`src/rtl/dbg_reg_scanner.sv`:
```
// Debug register-file scanner: walks raddr over NREG registers, captures odata and streams words out.
// Optional DBG_SCAN_PERF_EN appends a cycle-count word and a NOP-count word to every scan.
module dbg_reg_scanner #(
   parameter int NREG   = 32,
   parameter int DW     = 32,
   parameter int SETTLE = 1
) (
   input  logic          clk,
   input  logic          rst,
   input  logic          start,
   input  logic          abort,
   output logic [4:0]    raddr,
   input  logic [DW-1:0] odata,
   output logic [DW-1:0] out_data,
   output logic [5:0]    out_idx,
   output logic          out_valid,
   input  logic          out_ready,
   output logic          busy,
   output logic          done,
   output logic [DW-1:0] chksum
`ifdef DBG_SCAN_PERF_EN
   ,
   input  logic [31:0]   instr
`endif
);

`ifdef DBG_SCAN_PERF_EN
   localparam int NWORDS = NREG + 2;
`else
   localparam int NWORDS = NREG;
`endif
   localparam logic [5:0] LAST_IDX = 6'(NWORDS - 1);
   localparam logic [5:0] REG_LAST = 6'(NREG - 1);

   typedef enum logic [2:0] {
      IDLE = 3'd0,
      ADDR = 3'd1,
      WAIT = 3'd2,
      CAP  = 3'd3,
      OUT  = 3'd4,
      DONE = 3'd5
   } state_t;

   state_t        state_r;
   state_t        next_s;
   logic [5:0]    idx_r;
   logic [3:0]    cnt_r;
   logic [4:0]    raddr_r;
   logic [DW-1:0] out_data_r;
   logic [5:0]    out_idx_r;
   logic          out_valid_r;
   logic          busy_r;
   logic          done_r;
   logic [DW-1:0] chksum_r;
   logic          xfer_s;
   logic          kill_s;
   logic [DW-1:0] cap_word_s;

   assign xfer_s = out_valid_r & out_ready;
   assign kill_s = abort & (state_r != IDLE);

`ifdef DBG_SCAN_PERF_EN
   logic [DW-1:0] cyc_r;
   logic [DW-1:0] nop_r;

   // Free-running cycle counter and NOP counter
   always_ff @(posedge clk or negedge rst) begin
      if (!rst) begin
         cyc_r <= '0;
         nop_r <= '0;
      end else begin
         cyc_r <= cyc_r + {{(DW-1){1'b0}}, 1'b1};
         if (instr == 32'h0000_0000) begin
            nop_r <= nop_r + {{(DW-1){1'b0}}, 1'b1};
         end else begin
            nop_r <= nop_r;
         end
      end
   end

   // Word captured in CAP: register data, or a counter for the two trailing indices
   always_comb begin
      cap_word_s = odata;
      if (idx_r == 6'(NREG)) begin
         cap_word_s = cyc_r;
      end else if (idx_r == 6'(NREG + 1)) begin
         cap_word_s = nop_r;
      end else begin
         cap_word_s = odata;
      end
   end
`else
   assign cap_word_s = odata;
`endif

   // Next-state logic; abort outside IDLE overrides everything including a transfer
   always_comb begin
      next_s = state_r;
      if (kill_s) begin
         next_s = IDLE;
      end else begin
         case (state_r)
            IDLE:    next_s = start ? ADDR : IDLE;
            ADDR:    next_s = (SETTLE > 0) ? WAIT : CAP;
            WAIT:    next_s = (cnt_r <= 4'd1) ? CAP : WAIT;
            CAP:     next_s = OUT;
            OUT: begin
               if (!xfer_s) begin
                  next_s = OUT;
               end else if (idx_r == LAST_IDX) begin
                  next_s = DONE;
               end else if (idx_r >= REG_LAST) begin
                  next_s = CAP;
               end else begin
                  next_s = ADDR;
               end
            end
            DONE:    next_s = IDLE;
            default: next_s = IDLE;
         endcase
      end
   end

   // FSM state register
   always_ff @(posedge clk or negedge rst) begin
      if (!rst) begin
         state_r <= IDLE;
      end else begin
         state_r <= next_s;
      end
   end

   // Datapath and registered status outputs
   always_ff @(posedge clk or negedge rst) begin
      if (!rst) begin
         idx_r       <= 6'd0;
         cnt_r       <= 4'd0;
         raddr_r     <= 5'd0;
         out_data_r  <= '0;
         out_idx_r   <= 6'd0;
         out_valid_r <= 1'b0;
         busy_r      <= 1'b0;
         done_r      <= 1'b0;
         chksum_r    <= '0;
      end else begin
         out_valid_r <= (next_s == OUT);
         busy_r      <= (next_s != IDLE);
         done_r      <= (next_s == DONE);
         if (!kill_s) begin
            case (state_r)
               IDLE: begin
                  if (start) begin
                     idx_r    <= 6'd0;
                     chksum_r <= '0;
                  end
               end
               ADDR: begin
                  raddr_r <= idx_r[4:0];
                  cnt_r   <= 4'(SETTLE);
               end
               WAIT:    cnt_r <= cnt_r - 4'd1;
               CAP: begin
                  out_data_r <= cap_word_s;
                  out_idx_r  <= idx_r;
                  chksum_r   <= chksum_r ^ cap_word_s;
               end
               OUT: begin
                  if (xfer_s && (idx_r != LAST_IDX)) begin
                     idx_r <= idx_r + 6'd1;
                  end
               end
               default: cnt_r <= cnt_r;
            endcase
         end
      end
   end

   assign raddr     = raddr_r;
   assign out_data  = out_data_r;
   assign out_idx   = out_idx_r;
   assign out_valid = out_valid_r;
   assign busy      = busy_r;
   assign done      = done_r;
   assign chksum    = chksum_r;

endmodule

```
`config.mk`:
```
export PLATFORM = sky130hd
export DESIGN_NAME = dbg_reg_scanner
export DESIGN_NICKNAME = d
export VERILOG_FILES = /design/src/rtl/dbg_reg_scanner.sv
export SDC_FILE = /design/constraint.sdc
export NUM_CORES = 1
export LEC_CHECK = 0
export CORE_MARGIN = 2
export CORE_UTILIZATION = 25
export DETAILED_ROUTE_END_ITERATION = 12
export DONT_BUFFER_PORTS = 1
export GPL_ROUTABILITY_DRIVEN = 0
export MAX_ROUTING_LAYER = met4
export PLACE_DENSITY_LB_ADDON = 0.15
export SLEW_MARGIN = 15
export SYNTH_ARGS = -nofsm -noshare
export SYNTH_HDL_FRONTEND = slang
export SYNTH_SLANG_ARGS = --single-unit
export TNS_END_PERCENT = 10
```
`constraint.sdc`:
```
create_clock -name clk -period 3.6 [get_ports clk]
set_input_delay 0.18 -clock clk [delete_from_list [all_inputs] [get_ports clk]]
set_output_delay 0.18 -clock clk [all_outputs]
set_load 0.1 [all_outputs]
```
* After elaboration in Yosys (flattened, before gate mapping)
Cells that the tools add are included. Widths: inputs -> output; s select.
Word-level totals: flip-flop bits (word level) 91, bits of input ports 37, output and inout bits 78, word-level logic and storage cells 53
Cells by class: $add $sub $neg 2, order comparisons 2, eq/ne operators 10, mux-type cells 13, bitwise logic cells 4, reduce and logical (&&, ||, !) cells 12
Operators with widths (number):
- $pmux 32 s2 | 1
- $mux 32 | 1
- $xor 32x32->32 | 1
- $pmux 3 s5 | 1
- $mux 6 | 2
- $pmux 6 s2 | 1
- $eq 3x3->1 const B | 3
- $mux 3 | 3
- $pmux 4 s2 | 1
- $add 6x1->6 const B | 1
- $eq 3x2->1 const B | 2
- $eq 6x5->1 const B | 1
- $ge 6x5->1 const B | 1
- $ne 6x5->1 const B | 1
- $reduce_and 2->1 | 3
- $reduce_bool 2->1 | 3
- $reduce_bool 3->1 | 2
- $le 4x1->1 const B | 1
- $ne 2x2->1 const B | 2
- $reduce_and 4->1 | 1
- $sub 4x1->4 const B | 1
- $eq 3x1->1 const B | 1
- $logic_not 3->1 | 1
- $reduce_and 3->1 | 1
- 5 further kinds | 7

* Longest topological paths before layout
Gate-level depths: netlist (run 1).
depth in word-level cells 7, gate-level depth with buffers 7, mapped depth without buffers 6

* Worst setup path before layout (run 1)
No wires, ideal clock.
path kind reg-to-reg, start register out_valid_r, in the netlist out_valid, end register idx_r[0], library setup time 0.125 ns, data arrival time 1.812 ns, path slack 1.663 ns, stages on the path, launching flop included 5, cell sequence dfrtp_1 -> and4b_4 -> a21boi_2 -> o21ai_1 -> mux2_2
Between the ends: longest elaborated chain between the ends 4
RTL lines:
- from (decl) | line 51 | logic out_valid_r;
- from (signal assigned) | line 146 | out_valid_r <= (next_s == OUT);
- $and 1x1->1 | line 59 | assign xfer_s = out_valid_r & out_ready;
- $logic_and 1x1->1 | line 168 | if (xfer_s && (idx_r != LAST_IDX)) begin
- $ne 2x2->1 (no source line)
- $reduce_and 4->1 (no source line)
- to (signal assigned) | line 169 | idx_r <= idx_r + 6'd1;
- to (decl) | line 46 | logic [5:0] idx_r;
No other way between the ends. A chain may end at the register's enable or synchronous reset.

* Final worst setup path (run 1)
start register state_r[1], end register chksum_r[6], in the netlist chksum[6]
Between the ends: longest elaborated chain between the ends 4
RTL lines:
- from (decl) | line 44 | state_t state_r;
- from (signal assigned) | line 129 | state_r <= next_s;
- $reduce_bool 3->1 | line 60 | assign kill_s = abort & (state_r != IDLE);
- $and 1x1->1 | line 60
- $not 1->1 (no source line)
- $reduce_and 3->1 (no source line)
- to (signal assigned) | line 165 | chksum_r <= chksum_r ^ cap_word_s;
- to (decl) | line 54 | logic [DW-1:0] chksum_r;
Several ways; a longest one is shown, not always the timed one.

==> results of run 1 <==
path summary, 6_finish.rpt:
kind / slack (ns) / cells after the start / to
worst max register to register: 1.38 / 5 / chksum[6]$_DFFE_PN0P_
min in group asynchronous: 0.42 / 2 / chksum[15]$_DFFE_PN0P_
worst min-delay path: 0.05 / 3 / busy$_DFF_PN0_
worst max-delay path: 1.38 / 5 / chksum[6]$_DFFE_PN0P_
max in group asynchronous: 2.83 / 2 / cnt_r[1]$_DFFE_PN0P_
worst min register to register: 0.53 / 2 / cnt_r[3]$_DFFE_PN0P_
critical path, stage by stage (launching register included):
cell	delay, ns
sky130_fd_sc_hd__dfrtp_1	0.76
sky130_fd_sc_hd__and4bb_2	0.71
sky130_fd_sc_hd__buf_4	0.28
sky130_fd_sc_hd__nand2_1	0.10
sky130_fd_sc_hd__xor2_1	0.15
sky130_fd_sc_hd__nor2_1	0.13
metal layers:
layer	up-vias	GRT usage	wire length, um	part of all wire
met5	-	-	0	0
met1	1248	0.1583	4348	0.48
met4	0	0.06076	182	0.020
met2	91	0.1736	3890	0.43
met3	12	0.03548	718	0.079
li1	1260	-	-	-
state kept, by name, summed over array words and instances, names as in the netlist:
| name | cells |
|---|---|
| out_idx | 6 |
| idx_r | 6 |
| raddr | 5 |
| out_data | 32 |
| cnt_r | 4 |
| chksum | 32 |
| out_valid | 1 |
| busy | 1 |
| state_r | 3 |
| done | 1 |
cell usage after synthesis (all sizes together):
| master | number |
|---|---|
| a211oi | 1 |
| a21boi | 1 |
| a21o | 1 |
| a22o | 3 |
| a22oi | 1 |
| a32oi | 2 |
| and2 | 2 |
| and3 | 1 |
| and4b | 1 |
| and4bb | 1 |
| buf | 15 |
| clkbuf | 2 |
| dfrtp | 91 |
| ha | 3 |
| inv | 3 |
| mux2 | 8 |
| mux2i | 3 |
| nand2 | 128 |
| nand3 | 4 |
| nand4 | 1 |
| nand4b | 1 |
| nor2 | 41 |
| nor2b | 3 |
| nor3 | 5 |
| nor3b | 1 |
| nor4 | 1 |
| nor4b | 1 |
| nor4bb | 1 |
| o2111ai | 1 |
| o21a | 1 |
| o21ai | 6 |
| o2bb2ai | 1 |
| o41ai | 1 |
| or2 | 1 |
| xor2 | 34 |
kinds of logic (layout without fill, tap and decap cells):
family,Yosys count,in the layout,share of synthesized area
XOR/XNOR,34,34,0.07775
flip-flops,91,91,0.5946
multiplexers,11,11,0.03136
adder cells (fa/ha/maj),3,3,0.009802
AO/OA/AOI/OAI,19,19,0.03823
buffers and inverters,20,59,0.03300
AND/OR/NAND/NOR,193,193,0.2153
cell type report:
class / instances / area (um^2) / area share
sequential: 91 / 2277 / 0.4890
timing repair buffer: 40 / 405.4 / 0.08705
clock buffer: 11 / 232.7 / 0.04997
tap: 188 / 235.2 / 0.05051
clock inverter: 5 / 63.81 / 0.01370
inverter: 3 / 11.26 / 0.002418
multi-input combinational: 260 / 1431 / 0.3074
per-stage QoR:
stage / setup slack, ns / hold WS, ns / std cells / area (um^2)
final: 1.381 / 0.04694 / 598 / 4657
after CTS: 1.329 / 0.02237 / 598 / 4657
after global routing: 1.147 / 0.06990 / 598 / 4657
after detailed placement: 1.365 / -0.1135 / 547 / 3993
after floorplan: 1.663 / -0.1156 / 371 / 3830
after global placement: 1.381 / -0.1136 / 547 / 3993
what timing repair did:
| action | in CTS | in global routing |
|---|---|---|
| endpoints found under the setup margin | 0 | 0 |
| hold buffers | 35 | 0 |
| gates resized for setup | 0 | 0 |
| endpoints found under the hold margin | 127 | 0 |
==> qor.txt, run 1 <==
Launching point of the worst reg2reg path - state_r[1]$_DFF_PN0_
First-pass iteration count of the detailed router - 4
Setup repair after global routing missed its margin - false
Hold Startpoint - abort
Type of the setup path with the least slack - flop to flop
Yosys warning total - 0
Worst Path Arrival - 2.49 ns
Number of standard cells after synthesis - 371
CP startpoint kind - flop
Die Span Y - 127.8 um
Summed negative setup slack over all endpoints - 0 ns
Core Rows - 45
Max Clock Skew - 0.006844 ns
Deepest level of the CTS H-tree - 3
Initial antenna violation count - 0
Share of the core filled with cells in the final layout - 0.3086
Category of the worst setup path capture point - flop
Number of CTS-inserted buffers - 9
CTS tree - built
Cells taking the most area after synthesis - sky130_fd_sc_hd__dfrtp_1 (59%), sky130_fd_sc_hd__nand2_1 (13%), sky130_fd_sc_hd__xor2_1 (7.8%)
HPWL reported at the end of detailed placement - 5.738 mm
Most common cell after layout, fill and taps aside - sky130_fd_sc_hd__nand2_1
Top-level port count - 115
Vias - 2611
Commonest cells after routing, fill and taps aside - sky130_fd_sc_hd__nand2_1 (128), sky130_fd_sc_hd__dfrtp_1 (91), sky130_fd_sc_hd__nor2_1 (40)
Insertion delay to the later sink of the worst-skew pair - 0.35 ns
Clock slew seen by the registers of the worst setup and hold paths - 0.07 ns
Critical path origin - state_r[1]$_DFF_PN0_
Port-buffer cells - 0
Fill count - 1579
F_max - 450.6 MHz
Routed wire length per instance - 15.28 um
Slew of the pin with the lowest slew margin - 0.9421 ns
Period Utilization, post-route - 0.6165
Synthesis-to-finish area growth - 21.59%
DIE AREA - 16330 um^2
Largest fanout of any net on the critical path - 20
Sinks on Clock Net - 91
Number of flip-flops and latches in the synthesized netlist - 91
Tot GR Track Use - 0.1220
First-pass GRT wire length - 14.90 mm
Proportion of netlist area held by the largest area contributor - 0.5946
Required arrival time at the worst endpoint - 3.87 ns
Drt total wl - 9.140 mm
Core Area - 15090 um^2
Share of the yosys chip area belonging to registers - 0.5946
Slew headroom - 0.3719
Maximum number of pins on one net before global-route repair - 92
Count of final setup violators - 0
CTS root buffer - sky130_fd_sc_hd__clkbuf_16
Remaining antenna violation count - 0
Vias in the first global route - 2701
1st-iter DRT viols - 110
Min-delay worst type - input pin to flop
Minimum period implied by the final worst setup slack - 2.219 ns
Max-slew violation total from the final report - 0
Max cap viols - 0
Routed vias/inst - 4.366
Number of antenna repair diodes - 0
Net count after synthesis - 411
Number of DRC violations after detailed routing - 0
Post-synth cell types - 39
Endpoints failing hold - 0
Fraction of final layout cells with drive strength greater than 1 - 0.09024
Post-synth design cell area - 3830 um^2
Maximum count of clock buffers along a single path - 2
Starting utilization of the core area - 0.2538
Result of the run - complete, no violations
Die W - 127.8 um
Cell type contributing the most total cell area after synthesis - sky130_fd_sc_hd__dfrtp_1
Postcts setup bufs - 0
Aggregate global routing overflow - 0
Net count, final - 445
Avg Cell Area, Syn - 10.32 um^2
Power of run 1 is not shown: default switching activity piles up to over one toggle a cycle in this logic, so the estimate is an artifact.
==> run 2: changes to the inputs <==
- clock period: 3.6 -> 1.8 ns (I/O delays scaled with it)
==> qor.txt, run 2 (synthesized netlist as in run 1, its figures left out) <==
Critical R2R Capture - raddr[2]$_DFFE_PN0P_
Setup repair after global routing missed its margin - false
Type of the setup path with the least slack - flop to flop
Insertion delay to the later sink of the worst-skew pair - 0.34 ns (about the same)
Synthesis-to-finish area growth - 39.82%
Number of antenna repair diodes - 0 (unchanged)
Net count, final - 526 (+18%)
1st-iter DRT viols - 125 (+14%)
Minimum period implied by the final worst setup slack - 1.580 ns (-0.6391 ns)
First-pass iteration count of the detailed router - 4 (unchanged)
Maximum count of clock buffers along a single path - 2 (unchanged)
Largest fanout of any net on the critical path - 8 (-60%)
Routed vias/inst - 4.205 (-3.7%)
Result of the run - complete, but fails checks
Core Area - 15090 um^2 (unchanged)
Number of cells on the worst reg-to-reg path - 3 (-2)
Slew headroom - 0.7392 (+0.3673)
Tot GR Track Use - 0.1243 (+0.002350)
Max cap viols - 0 (unchanged)
Launching point of the worst reg2reg path - state_r[2]$_DFF_PN0_
Min-delay worst type - input pin to async pin
Failing checks - hold timing
Sinks on Clock Net - 91 (unchanged)
Maximum number of pins on one net before global-route repair - 92 (unchanged)
Category of the worst setup path capture point - flop
Max Clock Skew - 0.007219 ns (+0.0003747 ns)
Worst Path Arrival - 1.81 ns (-0.68 ns)
Required arrival time at the worst endpoint - 2.03 ns (-1.84 ns)
CP startpoint kind - flop
Vias in the first global route - 2946 (+9.1%)
Clock slew seen by the registers of the worst setup and hold paths - 0.07 ns (about the same)
Top-level port count - 115 (unchanged)
Most common cell after layout, fill and taps aside - sky130_fd_sc_hd__nand2_1
Routed wire length per instance - 13.74 um (-10%)
Port-buffer cells - 0 (unchanged)
Aggregate global routing overflow - 0 (unchanged)
Die W - 127.8 um (unchanged)
Max-slew violation total from the final report - 0 (unchanged)
Deepest level of the CTS H-tree - 3 (unchanged)
Period Utilization, post-route - 0.8779 (+0.2614)
First-pass GRT wire length - 15.37 mm (+3.1%)
WHS - -0.5562 ns (-0.6032 ns)
CTS tree - built
Fraction of final layout cells with drive strength greater than 1 - 0.2464 (+0.1562)
Count of final setup violators - 0 (unchanged)
Vias - 2855 (+9.3%)
Drt total wl - 9.329 mm (+2.1%)
Summed negative setup slack over all endpoints - 0 ns (unchanged)
HPWL reported at the end of detailed placement - 6.077 mm (+5.9%)
Slew of the pin with the lowest slew margin - 0.3895 ns (-0.5526 ns)
Core Rows - 45 (unchanged)
Starting utilization of the core area - 0.2538 (unchanged)
DIE AREA - 16330 um^2 (unchanged)
Hold bufs inserted after CTS - 34 (-2.9%)
Number of DRC violations after detailed routing - 0 (unchanged)
Endpoints failing hold - 91 (+91)
Setup slack, reg-to-reg - 0.22 ns (-1.16 ns)
Die Span Y - 127.8 um (unchanged)
Commonest cells after routing, fill and taps aside - sky130_fd_sc_hd__nand2_1 (128), sky130_fd_sc_hd__dfrtp_1 (90), sky130_fd_sc_hd__buf_4 (84)
Remaining antenna violation count - 0 (unchanged)
Initial antenna violation count - 0 (unchanged)
CTS root buffer - sky130_fd_sc_hd__clkbuf_16
Postcts setup bufs - 0 (unchanged)
Number of CTS-inserted buffers - 9 (unchanged)
F_max - 632.8 MHz (+40%)
[run 2: changes by cell type in the layout (fill, tap and decap cells not counted), sizes merged]
cell / delta
buf: +81
bufinv: +3
clkbuf: -1
clkinv: -3
inv: +1
[run 2: critical path, cell delays in order, from the launching register on]
cell and delay [ns]:
sky130_fd_sc_hd__dfrtp_1 0.47, sky130_fd_sc_hd__buf_4 0.20, sky130_fd_sc_hd__nor4b_4 0.41, sky130_fd_sc_hd__mux2_2 0.39
[run 2: cell type report]
cell class | instances | area [um^2]
fill | 1562 | 9734
clock inverter | 6 | 136.4
tap | 188 | 235.2
clock buffer | 10 | 229.0
timing repair buffer | 121 | 1031
inverter | 3 | 11.26
multi-input combinational | 260 | 1434
sequential | 91 | 2278
[run 2: worst max-delay path by stage]
| stage | startpoint | to | slack [ns] | cells after the start |
|---|---|---|---|---|
| after floorplan | out_valid$_DFF_PN0_ | idx_r[0]$_DFFE_PN0P_ | 0.17 | 4 |
| after global placement | state_r[1]$_DFF_PN0_ | chksum[19]$_DFFE_PN0P_ | 0.23 | 4 |
| after detailed placement | state_r[2]$_DFF_PN0_ | raddr[2]$_DFFE_PN0P_ | 0.21 | 3 |
| after CTS | state_r[2]$_DFF_PN0_ | raddr[2]$_DFFE_PN0P_ | 0.20 | 3 |
| after global routing | state_r[0]$_DFF_PN0_ | chksum[19]$_DFFE_PN0P_ | 0.12 | 5 |
| final | state_r[2]$_DFF_PN0_ | raddr[2]$_DFFE_PN0P_ | 0.22 | 3 |
[run 2: repair_timing]
action | 4_1_cts | 5_1_grt
gates resized for setup | 0 | 1
endpoints found under the hold margin | 150 | 91
setup endpoints to repair | 0 | 1
[run 2: per-stage QoR]
stage               worst slack (ns)    util  hold WS, ns  area (um^2)  instances
floorplan                     0.1730       -      -0.2056         3831        371
global placement              0.2261  0.3080      -0.2032         4647        629
detailed placement            0.2096  0.3080      -0.2032         4647        629
CTS                           0.2016  0.3547      -0.5780         5353        679
global route                  0.1203  0.3549      -0.5831         5355        679
finish                        0.2198  0.3549      -0.5562         5355        679
[run 2: routing by layer]
metal,global-route usage,part of all wire,vias up
li1,-,-,1413
met1,0.1640,0.49,1353
met3,0.02922,0.051,9
met4,0.05042,0.015,0
met5,-,0,-
met2,0.1846,0.44,80
Power of run 2 is left out for the same reason.
==> run 3: changes to the inputs <==
- PLACE_DENSITY: default -> 0.38
- PLACE_DENSITY_LB_ADDON: 0.15 -> default
- REMOVE_ABC_BUFFERS: default -> 1
- SLEW_MARGIN: 15 -> 20
==> qor.txt, run 3 (synthesized netlist as in run 1, its figures left out) <==
Number of CTS-inserted buffers - 9 (unchanged)
Instance area at placement - 4641 um^2 (-0.13%)
Number of cells on the worst reg-to-reg path - 5 (+2)
Critical path origin - state_r[2]$_DFF_PN0_
First-pass GRT wire length - 15.83 mm (+3.0%)
Number of buffer and inverter stages on the critical path - 1 (unchanged)
Most common cell after layout, fill and taps aside - sky130_fd_sc_hd__nand2_1
Initial antenna violation count - 0 (unchanged)
Final cell count without fillers - 679 (unchanged)
Setup repair after global routing missed its margin - false
Number of DRC violations after detailed routing - 0 (unchanged)
Count of final setup violators - 0 (unchanged)
Maximum count of clock buffers along a single path - 2 (unchanged)
Worst Path Arrival - 1.78 ns (-0.03 ns)
Worst setup path endpoint - idx_r[0]$_DFFE_PN0P_
Routed wire length per instance - 13.88 um (+1.0%)
Remaining antenna violation count - 0 (unchanged)
Final instance area - 5264 um^2 (-1.7%)
Vias in the first global route - 3087 (+4.8%)
Commonest cells after routing, fill and taps aside - sky130_fd_sc_hd__nand2_1 (128), sky130_fd_sc_hd__dfrtp_1 (91), sky130_fd_sc_hd__buf_4 (86)
CTS tree - built
Slew headroom - 0.6820 (-0.05724)
Aggregate global routing overflow - 0 (unchanged)
Maximum number of pins on one net before global-route repair - 92 (unchanged)
Die W - 127.8 um (unchanged)
Critical R2R Capture - idx_r[0]$_DFFE_PN0P_
Synthesis-to-finish area growth - 37.44%
Worst Setup Slack post-DPL - 0.2618 ns (+0.05216 ns)
Dominant delay contributor by cell family on the critical path - flip-flops
Cells traversed along the worst timing path - buf_4 > and4b_4 > a21boi_2 > o21ai_1 > mux2_2
Insertion delay to the later sink of the worst-skew pair - 0.34 ns (about the same)
Routed vias/inst - 4.274 (+1.6%)
Launching point of the worst reg2reg path - state_r[2]$_DFF_PN0_
Post-route worst setup slack - 0.2481 ns (+0.02831 ns)
Starting utilization of the core area - 0.2538 (unchanged)
CP max stage cell - sky130_fd_sc_hd__dfrtp_1
Fill count - 1544 (-1.2%)
Tot GR Track Use - 0.1270 (+0.002657)
DIE AREA - 16330 um^2 (unchanged)
Deepest level of the CTS H-tree - 3 (unchanged)
Number of instances resized during post-cts repair - 0 (unchanged)
First-pass iteration count of the detailed router - 6 (+2)
Category of the worst setup path capture point - flop
1st-iter DRT viols - 172 (+38%)
Slew of the pin with the lowest slew margin - 0.4771 ns (+0.08752 ns)
Type of the setup path with the least slack - flop to flop
Summed negative setup slack over all endpoints - 0 ns (unchanged)
Core Area - 15090 um^2 (unchanged)
Fraction of final layout cells with drive strength greater than 1 - 0.2403 (-0.006110)
F_max - 644.4 MHz (+1.8%)
Hold bufs inserted after CTS - 33 (-2.9%)
Vias - 2902 (+1.6%)
Min-delay worst type - input pin to async pin
Max-slew violation total from the final report - 0 (unchanged)
HPWL reported at the end of detailed placement - 5.933 mm (-2.4%)
Net count, final - 526 (unchanged)
CP startpoint kind - flop
Number of cells on the critical path - 5 (+2)
Clock slew seen by the registers of the worst setup and hold paths - 0.06 ns (about the same)
Core Rows - 45 (unchanged)
Max Clock Skew - 0.006289 ns (-0.0009303 ns)
Number of placed instances with taps included - 630 (+0.16%)
CTS root buffer - sky130_fd_sc_hd__clkbuf_16
Failing checks - hold timing
Postcts setup bufs - 0 (unchanged)
Number of antenna repair diodes - 0 (unchanged)
Largest fanout of any net on the critical path - 8 (unchanged)
Port-buffer cells - 0 (unchanged)
Sinks on Clock Net - 91 (unchanged)
Max cap viols - 0 (unchanged)
Largest stage delay, worst path - 0.42 ns (-0.05 ns)
Top-level port count - 115 (unchanged)
Endpoints failing hold - 91 (unchanged)
Result of the run - complete, but fails checks
Die Span Y - 127.8 um (unchanged)
Required arrival time at the worst endpoint - 2.03 ns (about the same)
Period Utilization, post-route - 0.8622 (-0.01573)
Drt total wl - 9.422 mm (+1.0%)
Setup slack, reg-to-reg - 0.25 ns (+0.03 ns)
Minimum period implied by the final worst setup slack - 1.552 ns (-0.02831 ns)
WHS - -0.5556 ns (+0.0006390 ns)
-- run 3: through the flow --
step,util,hold WS [ns]
2_1_floorplan,-,-0.2056
3_3_place_gp,0.3075,-0.2034
3_5_place_dp,0.3075,-0.2033
4_1_cts,0.3488,-0.5772
5_1_grt,0.3488,-0.5764
6_report,0.3488,-0.5556
-- run 3: worst min-delay path by stage --
stage / cells after the start / to / from
CTS: 0 / out_idx[5]$_DFFE_PN0P_ / rst
global placement: 0 / out_data[12]$_DFFE_PN0P_ / rst
detailed placement: 0 / out_data[12]$_DFFE_PN0P_ / rst
floorplan: 0 / busy$_DFF_PN0_ / rst
global route: 0 / out_data[16]$_DFFE_PN0P_ / rst
finish: 0 / out_data[9]$_DFFE_PN0P_ / rst
-- run 3: worst register-to-register path, delay by kind of cell, from the launching register on --
kind,cells,cell delay (ns)
AOI/OAI and AO/OA,2,0.25
buffers and inverters,1,0.21
DFF,1,0.42
muxes,1,0.27
and+or+nand+nor,1,0.29
-- run 3: per-layer routing --
layer / wire (um) / track usage / vias to the layer above
met4: 174 / 0.05624 / 0
met3: 490 / 0.03047 / 10
met2: 4265 / 0.1894 / 81
met5: 0 / - / -
met1: 4492 / 0.1644 / 1394
li1: - / - / 1417
-- run 3: area by class of cell --
cell class                      instances  area, um^2  area share
Inverter                                3       11.26    0.002139
Tap cell                              188       235.2     0.04469
Timing Repair Buffer                  121        1016      0.1930
Multi-Input combinational cell        260        1431      0.2719
Clock inverter                          1       5.005   0.0009508
Sequential cell                        91        2277      0.4326
Clock buffer                           15       287.8     0.05467
Power of run 3 is left out for the same reason.
